## config.mk

```make
export PLATFORM = sky130hd
export DESIGN_NAME = mac_stream
export DESIGN_NICKNAME = d
export VERILOG_FILES = /design/src/rtl/mac_pkg.sv /design/src/rtl/mac_mult_stage.sv /design/src/rtl/mac_stream.sv
export SDC_FILE = /design/constraint.sdc
export NUM_CORES = 1
export LEC_CHECK = 0
export BUFFER_PORTS_ARGS = -buffer_cell sky130_fd_sc_hd__buf_4
export CORE_MARGIN = 4
export CORE_UTILIZATION = 30
export CTS_CLUSTER_DIAMETER = 30
export CTS_CLUSTER_SIZE = 28
export DETAILED_ROUTE_END_ITERATION = 6
export PLACE_DENSITY = 0.52
export SLEW_MARGIN = 20
export SYNTH_ARGS = -nofsm -noshare
export SYNTH_HDL_FRONTEND = slang
export SYNTH_SLANG_ARGS = --single-unit
export TNS_END_PERCENT = 20
```

## constraint.sdc

```tcl
create_clock -name clk -period 5.7 [get_ports clk]
set_input_delay 0.285 -clock clk [delete_from_list [all_inputs] [get_ports clk]]
set_output_delay 0.285 -clock clk [all_outputs]
set_load 0.05 [all_outputs]
```

## src/rtl/mac_pkg.sv

```systemverilog
// Shared definitions for the framed multiply-accumulate engine.
// Contents: default widths, accumulator FSM state encodings and helpers that
// return the largest and smallest value representable at a given width and
// signedness. Helpers return 64 bits; callers truncate to their own width
// (widths up to 64 bits are supported).
package mac_pkg;

  localparam int unsigned DEF_IN_W  = 8;
  localparam int unsigned DEF_ACC_W = 24;
  localparam int unsigned DEF_CNT_W = 16;

  // Accumulator FSM states
  typedef logic [0:0] mac_state_t;
  localparam mac_state_t ST_IDLE = 1'b0;
  localparam mac_state_t ST_ACC  = 1'b1;

  function automatic logic [63:0] sat_max(input int unsigned width, input bit is_signed);
    logic [63:0] ones;
    ones = '1;
    if (is_signed) return ones >> (65 - width);  // 0111...1
    else           return ones >> (64 - width);  // 1111...1
  endfunction

  function automatic logic [63:0] sat_min(input int unsigned width, input bit is_signed);
    logic [63:0] ones;
    ones = '1;
    if (is_signed) return ~(ones >> (65 - width));  // low 'width' bits read 1000...0
    else           return '0;
  endfunction

endpackage

```

## src/rtl/mac_mult_stage.sv

```systemverilog
// Stage 1 of mac_stream: registered multiplier with valid/last tags.
// The product is formed at 2*IN_W bits and extended to ACC_W bits, sign- or
// zero-extended according to SIGNED.
// Ports:
//   clk, aclr            clock, synchronous active-high reset
//   in_valid, in_last    sample tags
//   in_a, in_b           operands
//   p                    registered, extended product
//   p_valid, p_last      registered tags
module mac_mult_stage #(
  parameter int unsigned IN_W   = 8,
  parameter int unsigned ACC_W  = 24,
  parameter int unsigned SIGNED = 0
) (
  input  logic              clk,
  input  logic              aclr,
  input  logic              in_valid,
  input  logic [IN_W-1:0]   in_a,
  input  logic [IN_W-1:0]   in_b,
  input  logic              in_last,
  output logic [ACC_W-1:0]  p,
  output logic              p_valid,
  output logic              p_last
);

  localparam int unsigned PW = 2 * IN_W;

  logic [PW-1:0]    a_x, b_x, prod;
  logic [ACC_W-1:0] prod_ext;

  // Extending operands to full product width first makes the low PW bits of a
  // plain multiply correct for both unsigned and two's-complement operands.
  always_comb begin
    if (SIGNED != 0) begin
      a_x = PW'($signed(in_a));
      b_x = PW'($signed(in_b));
    end else begin
      a_x = PW'(in_a);
      b_x = PW'(in_b);
    end
    prod = a_x * b_x;
    if (SIGNED != 0) prod_ext = ACC_W'($signed(prod));
    else             prod_ext = ACC_W'(prod);
  end

  always_ff @(posedge clk) begin
    if (aclr) begin
      p       <= '0;
      p_valid <= 1'b0;
      p_last  <= 1'b0;
    end else begin
      p_valid <= in_valid;
      p_last  <= in_valid & in_last;
      if (in_valid) p <= prod_ext;
    end
  end

endmodule

```

## src/rtl/mac_stream.sv

```systemverilog
// Pipelined multiply-accumulate engine for framed sample streams.
// Stage 1 (mac_mult_stage) registers the product; stage 2 accumulates it per
// frame and emits total, sample count and overflow on the last sample.
// Optional feature macro: MAC_SAT_EN -- when defined the accumulator clamps
// at its range limits; otherwise it wraps. Overflow is reported either way.
// Ports:
//   clk, aclr            clock, synchronous active-high reset
//   in_valid, in_a, in_b, in_last   sample input (no backpressure)
//   out_valid            one-cycle result strobe
//   out_acc, out_count, out_ovf     frame result, held until next strobe
//   busy                 frame open or product in flight
module mac_stream
  import mac_pkg::*;
#(
  parameter int unsigned IN_W   = DEF_IN_W,
  parameter int unsigned ACC_W  = DEF_ACC_W,
  parameter int unsigned CNT_W  = DEF_CNT_W,
  parameter int unsigned SIGNED = 0
) (
  input  logic              clk,
  input  logic              aclr,
  input  logic              in_valid,
  input  logic [IN_W-1:0]   in_a,
  input  logic [IN_W-1:0]   in_b,
  input  logic              in_last,
  output logic              out_valid,
  output logic [ACC_W-1:0]  out_acc,
  output logic [CNT_W-1:0]  out_count,
  output logic              out_ovf,
  output logic              busy
);

`ifdef MAC_SAT_EN
  localparam logic [ACC_W-1:0] ACC_MAX = ACC_W'(sat_max(ACC_W, SIGNED != 0));
  localparam logic [ACC_W-1:0] ACC_MIN = ACC_W'(sat_min(ACC_W, SIGNED != 0));
`endif

  logic [ACC_W-1:0] p;
  logic             p_valid, p_last;

  mac_mult_stage #(
    .IN_W   (IN_W),
    .ACC_W  (ACC_W),
    .SIGNED (SIGNED)
  ) u_mult (
    .clk      (clk),
    .aclr     (aclr),
    .in_valid (in_valid),
    .in_a     (in_a),
    .in_b     (in_b),
    .in_last  (in_last),
    .p        (p),
    .p_valid  (p_valid),
    .p_last   (p_last)
  );

  mac_state_t       state_q, state_d;
  logic [ACC_W-1:0] acc_q, acc_d;
  logic [CNT_W-1:0] cnt_q, cnt_d;
  logic             ovf_q, ovf_d;
  logic             out_valid_d;
  logic [ACC_W-1:0] out_acc_d;
  logic [CNT_W-1:0] out_count_d;
  logic             out_ovf_d;

  logic [ACC_W:0]   sum_x;
  logic             add_ovf;
  logic [ACC_W-1:0] add_res;

  // One extra bit catches unsigned carry-out or signed sign overflow.
  always_comb begin
    if (SIGNED != 0) begin
      sum_x   = {acc_q[ACC_W-1], acc_q} + {p[ACC_W-1], p};
      add_ovf = sum_x[ACC_W] ^ sum_x[ACC_W-1];
    end else begin
      sum_x   = {1'b0, acc_q} + {1'b0, p};
      add_ovf = sum_x[ACC_W];
    end
    add_res = sum_x[ACC_W-1:0];
`ifdef MAC_SAT_EN
    // A negative true sum (top bit set) can only occur when signed.
    if (add_ovf) add_res = (SIGNED != 0 && sum_x[ACC_W]) ? ACC_MIN : ACC_MAX;
`endif
  end

  always_comb begin
    state_d     = state_q;
    acc_d       = acc_q;
    cnt_d       = cnt_q;
    ovf_d       = ovf_q;
    out_valid_d = 1'b0;
    out_acc_d   = out_acc;
    out_count_d = out_count;
    out_ovf_d   = out_ovf;

    if (p_valid) begin
      if (state_q == ST_IDLE) begin
        // First sample of a frame: never carry anything from the previous one.
        acc_d = p;
        cnt_d = CNT_W'(1);
        ovf_d = 1'b0;
      end else begin
        acc_d = add_res;
        if (cnt_q != '1) cnt_d = cnt_q + CNT_W'(1);
        ovf_d = ovf_q | add_ovf;
      end
      state_d = p_last ? ST_IDLE : ST_ACC;
      if (p_last) begin
        out_valid_d = 1'b1;
        out_acc_d   = acc_d;
        out_count_d = cnt_d;
        out_ovf_d   = ovf_d;
      end
    end
  end

  always_ff @(posedge clk) begin
    if (aclr) begin
      state_q   <= ST_IDLE;
      acc_q     <= '0;
      cnt_q     <= '0;
      ovf_q     <= 1'b0;
      out_valid <= 1'b0;
      out_acc   <= '0;
      out_count <= '0;
      out_ovf   <= 1'b0;
    end else begin
      state_q   <= state_d;
      acc_q     <= acc_d;
      cnt_q     <= cnt_d;
      ovf_q     <= ovf_d;
      out_valid <= out_valid_d;
      out_acc   <= out_acc_d;
      out_count <= out_count_d;
      out_ovf   <= out_ovf_d;
    end
  end

  assign busy = (state_q == ST_ACC) | p_valid;

endmodule

```

==> flow_results.org <==
** Clock tree
- CTS tree :: yes
- For the worst-skew pair, the clock arrives at the later sink with an insertion delay of ~0.36 ns.
- H-tree levels :: 3
- In this run the clock root is driven by a sky130_fd_sc_hd__clkbuf_16.
- The number of setup buffers added after CTS is 0.
- The number of hold buffers added after CTS was 0.
- Buffer levels on the longest clock path :: 2
- Post-CTS repair changed the size of 0 cells.
- Number of sinks handled by clock tree synthesis :: a little over 100
- Clock-pin slew on the worst setup and hold paths :: roughly 0.07 ns
- Cts bufs inserted :: 9

** Synth
- Synth warnings :: 0
- Synthesized cell area :: a little over 0.007 sq mm
- The average instance in the mapped netlist occupies 8.57 sq um.
- By area, the combinational part of the netlist is dominated by simple AND/OR/NAND/NOR gates.
- Of the synthesized area, sequential elements account for around 28%.
- Post-synthesis xor/xnor area fraction :: under 10%
- After Yosys synthesis, full adders, half adders and majority gates account for between 10% and 20% of the synthesized area.
- Distinct cell type count after synthesis :: slightly above 70
- Among all flip-flop cells after synthesis, the most frequent one is sky130_fd_sc_hd__dfxtp_1.
- Multiplexer cells account for roughly 3.8% of the synthesized area.
- In this run, synthesis produced a sequential element count of ~100.
- Async set or reset register ratio after synthesis :: 0%
- Post-synthesis simple-gate area fraction :: a little over a fifth
- Summing the areas of all compound-gate instances in the mapped netlist gives 16.3% of the synthesized area.
- Counting every net in the synthesized netlist gives 955.
- Count of flip-flops with a built-in enable after synthesis :: 0
- Number of cells produced by synthesis :: about 850

** Routing
- Once detail routing completed, the nets flagged for antenna violations numbered 0.
- The pre-antenna-repair detailed-routing pass consisted of 4 iterations.
- After the first detailed-routing iteration, the DRC count stood at 222.
- Vias per Instance :: 4.78
- Overall via count from detail_route :: 5,779
- In the final routed layout, each cell accounts on average for between 10 and 15 microns.
- Wires add up to ~17 mm.
- DR DRC count :: 0

** STA
- The count of final max-slew check failures was 0.
- Headroom to the max-slew limit came out at a little over two fifths.
- Final hold analysis gives a worst-case slack of around 0.2 ns.
- Post-route setup TNS :: 0 ns
- The count of final hold-check violations came to 0.
- For this run, the top clock speed supported by timing is 243 MHz.
- Layout Skew :: 0.0114 ns
- Unrepaired setup endpoints after global routing :: false
- The routed design could run at a clock period as short as between 4 and 5 ns.
- The final critical path takes up between 70% and 80% of the cycle.
- At the pin with the least slew margin, the transition time is 0.849 ns.
- Final setup fails :: 0

** Critical path
- Launching point of the worst reg2reg path :: u_mult.p[0]
- Startpoint of the worst setup timing path :: in_b[4]
- Depth of the worst register-to-register path :: 10
- Worst-path fanout max :: 8
- STA classifies the critical path startpoint as an input pin.
- Setup slack on the worst reg-to-reg path comes out at roughly 3 ns.
- Critical path type :: input pin to register
- At the worst endpoint, the arrival time is around 4.3 ns.
- Critical Path End Type :: register
- Worst reg2reg endpoint :: acc_q[18]
- STA puts the critical path data required time at 5.91 ns.

** Die
- Initial Utilization :: about 31%
- Core outline area :: approximately 0.024 sq mm
- Row generation in the floorplan step produced between 50 and 60 rows.
- # IOs :: 63
- Horizontal die dimension :: approximately 160 microns
- Die footprint :: 0.0267 sq mm
- The die is ~160 microns tall.

** Hold path
- Worst-case hold path end point :: u_mult.p_last
- The worst hold path passes through 2 cells.
- The min-delay analysis places its worst path in the category input pin to register.
- The startpoint identified for the worst hold timing path is in_last.

** Power
- For this design the ratio of total power to cell area is roughly 280 mW/mm^2.
- Peak supply drop :: ~140 uV
- Total leakage power :: between 3 and 4 nW
- Overall power consumption :: 2.32 mW

** Place
- The congestion estimate from routability-driven global placement came to 0.819.
- In this run the tool buffered the top-level ports with 62 buffer cells.
- Cell count after placement :: 1,194
- Once detailed placement completed, the half-perimeter wirelength came to roughly 13 mm.

** GRT
- Initial antenna violation count :: 0
- Global routing used roughly an eighth of the available tracks across all layers.
- The first global-routing pass estimated roughly 29 mm of wire.
- Global routing finished with a remaining overflow of 0.
- Pin count of the biggest net entering global routing :: 68
- Via count of the first global-routing pass :: roughly 5,600

** Cells and area
- The finished layout holds 1,210 standard cells, fillers aside.
- Final standard cell utilization of the core :: between 30% and 40%
- In the final layout, the share of cells above drive strength 1 is between 10% and 20%.
- Compared with the post-synthesis result, the final layout area differs by 14.1%.
- Number of nets in the layout :: about 1,000
- Fillers :: 2,517
- Final antenna diode count :: 0

** Flow run
- Max-cap violations in this run came to 0.

** Outcome
- Run status :: finished clean
==> kinds of logic (layout without fill, tap and decap cells) <==
kind of cell,after synthesis,after routing
DFF,102,102
buffers and inverters,109,155
AOI/OAI and AO/OA,178,178
xor gates and xnor gates,41,41
and+or+nand+nor,298,298
adders and majority gates,90,90
muxes,27,27
==> report_power, final <==
part / switching, mW / internal (mW)
logic: 0.478 / 0.361
clock network: 0.281 / 0.395
registers: 0.0442 / 0.756
total: 0.803 / 1.51
==> Yosys cell counts (all sizes together), types with 8 or more instances <==
master  number  area share [%]
dfxtp      102              28
nand2       89             4.6
nor2        76             4.1
inv         72             3.7
and2        54             4.7
ha          53             9.2
o21ai       52             3.7
fa          37              10
a21oi       36             2.6
xnor2       28             3.4
clkbuf      27             1.8
a211oi      25             2.6
mux2i       23             3.2
nand3       18             1.3
xor2        13             1.6
nand4       10             1.2
nor3        10            0.69
a22oi        8            0.83
buf          8            0.83
nor2b        8            0.69
==> final cells by class <==
| cell class | count | area (sq um) | share of cell area, % |
|---|---|---|---|
| Clock buffer | 10 | 239 | 2.89 |
| Clock inverter | 6 | 85.1 | 1.03 |
| Inverter | 74 | 278 | 3.36 |
| Multi-Input combinational cell | 634 | 4730 | 57.2 |
| Sequential cell | 102 | 2040 | 24.7 |
| Tap cell | 319 | 399 | 4.83 |
| Timing Repair Buffer | 65 | 488 | 5.91 |
==> per-layer routing <==
metal	global-route usage [%]	share of wire, %
met1	17.9	50
met2	21.8	46
met3	1.59	2.9
met4	4.54	1.8
met5	0	0
==> worst max-delay path: stages <==
cell,delay (ns)
sky130_fd_sc_hd__buf_4,0.14
sky130_fd_sc_hd__and2_1,0.17
sky130_fd_sc_hd__fa_1,0.46
sky130_fd_sc_hd__fa_1,0.54
sky130_fd_sc_hd__inv_1,0.05
sky130_fd_sc_hd__fa_1,0.47
sky130_fd_sc_hd__fa_1,0.54
sky130_fd_sc_hd__inv_1,0.04
sky130_fd_sc_hd__ha_1,0.30
sky130_fd_sc_hd__o21ai_0,0.08
sky130_fd_sc_hd__nor2_1,0.07
sky130_fd_sc_hd__o21a_1,0.19
sky130_fd_sc_hd__o41a_1,0.37
sky130_fd_sc_hd__a311o_1,0.39
sky130_fd_sc_hd__xnor2_1,0.13
sky130_fd_sc_hd__o22ai_1,0.09
==> stage by stage <==
step | instance area, sq um | setup slack, ns
global route | 8260 | 1.41
finish | 8260 | 1.58
CTS | 8260 | 1.57
detailed placement | 7940 | 1.19
floorplan | 7240 | 1.55
global placement | 7940 | 1.24
==> placed cells by master (no fill, tap or decap), types with 5 or more instances in the layout <==
master and count:
sky130_fd_sc_hd__a211oi_1 25, sky130_fd_sc_hd__nand3b_1 6, sky130_fd_sc_hd__xnor2_1 28, sky130_fd_sc_hd__nand4_1 8, sky130_fd_sc_hd__nor3_1 10, sky130_fd_sc_hd__dfxtp_1 101
sky130_fd_sc_hd__nor2b_1 8, sky130_fd_sc_hd__and2_1 54, sky130_fd_sc_hd__ha_1 53, sky130_fd_sc_hd__xor2_1 13, sky130_fd_sc_hd__clkbuf_16 9, sky130_fd_sc_hd__inv_1 72
sky130_fd_sc_hd__nor2_1 73, sky130_fd_sc_hd__fa_1 37, sky130_fd_sc_hd__or3_1 5, sky130_fd_sc_hd__a21o_1 6, sky130_fd_sc_hd__nand3_1 17, sky130_fd_sc_hd__nand2_1 89
sky130_fd_sc_hd__buf_4 65, sky130_fd_sc_hd__mux2i_1 23, sky130_fd_sc_hd__a22oi_1 8, sky130_fd_sc_hd__o21ai_0 50, sky130_fd_sc_hd__a21oi_1 33, sky130_fd_sc_hd__o21a_1 5
==> worst max path at each step <==
stage	endpoint	slack [ns]
floorplan	u_mult.p[14]	1.55
global placement	u_mult.p[14]	1.24
detailed placement	u_mult.p[14]	1.19
CTS	u_mult.p[14]	1.57
global route	u_mult.p[14]	1.41
finish	u_mult.p[14]	1.58
==> flip-flops by register name, summed over array words and instances, names as in the netlist <==
| signal | flops |
|---|---|
| acc_q | 24 |
| out_acc | 24 |
| cnt_q | 16 |
| out_count | 16 |
| u_mult.p | 16 |
| out_ovf | 1 |
| out_valid | 1 |
| ovf_q | 1 |
| state_q | 1 |
| u_mult.p_last | 1 |
| u_mult.p_valid | 1 |
Power figures use the tool's default switching activity.
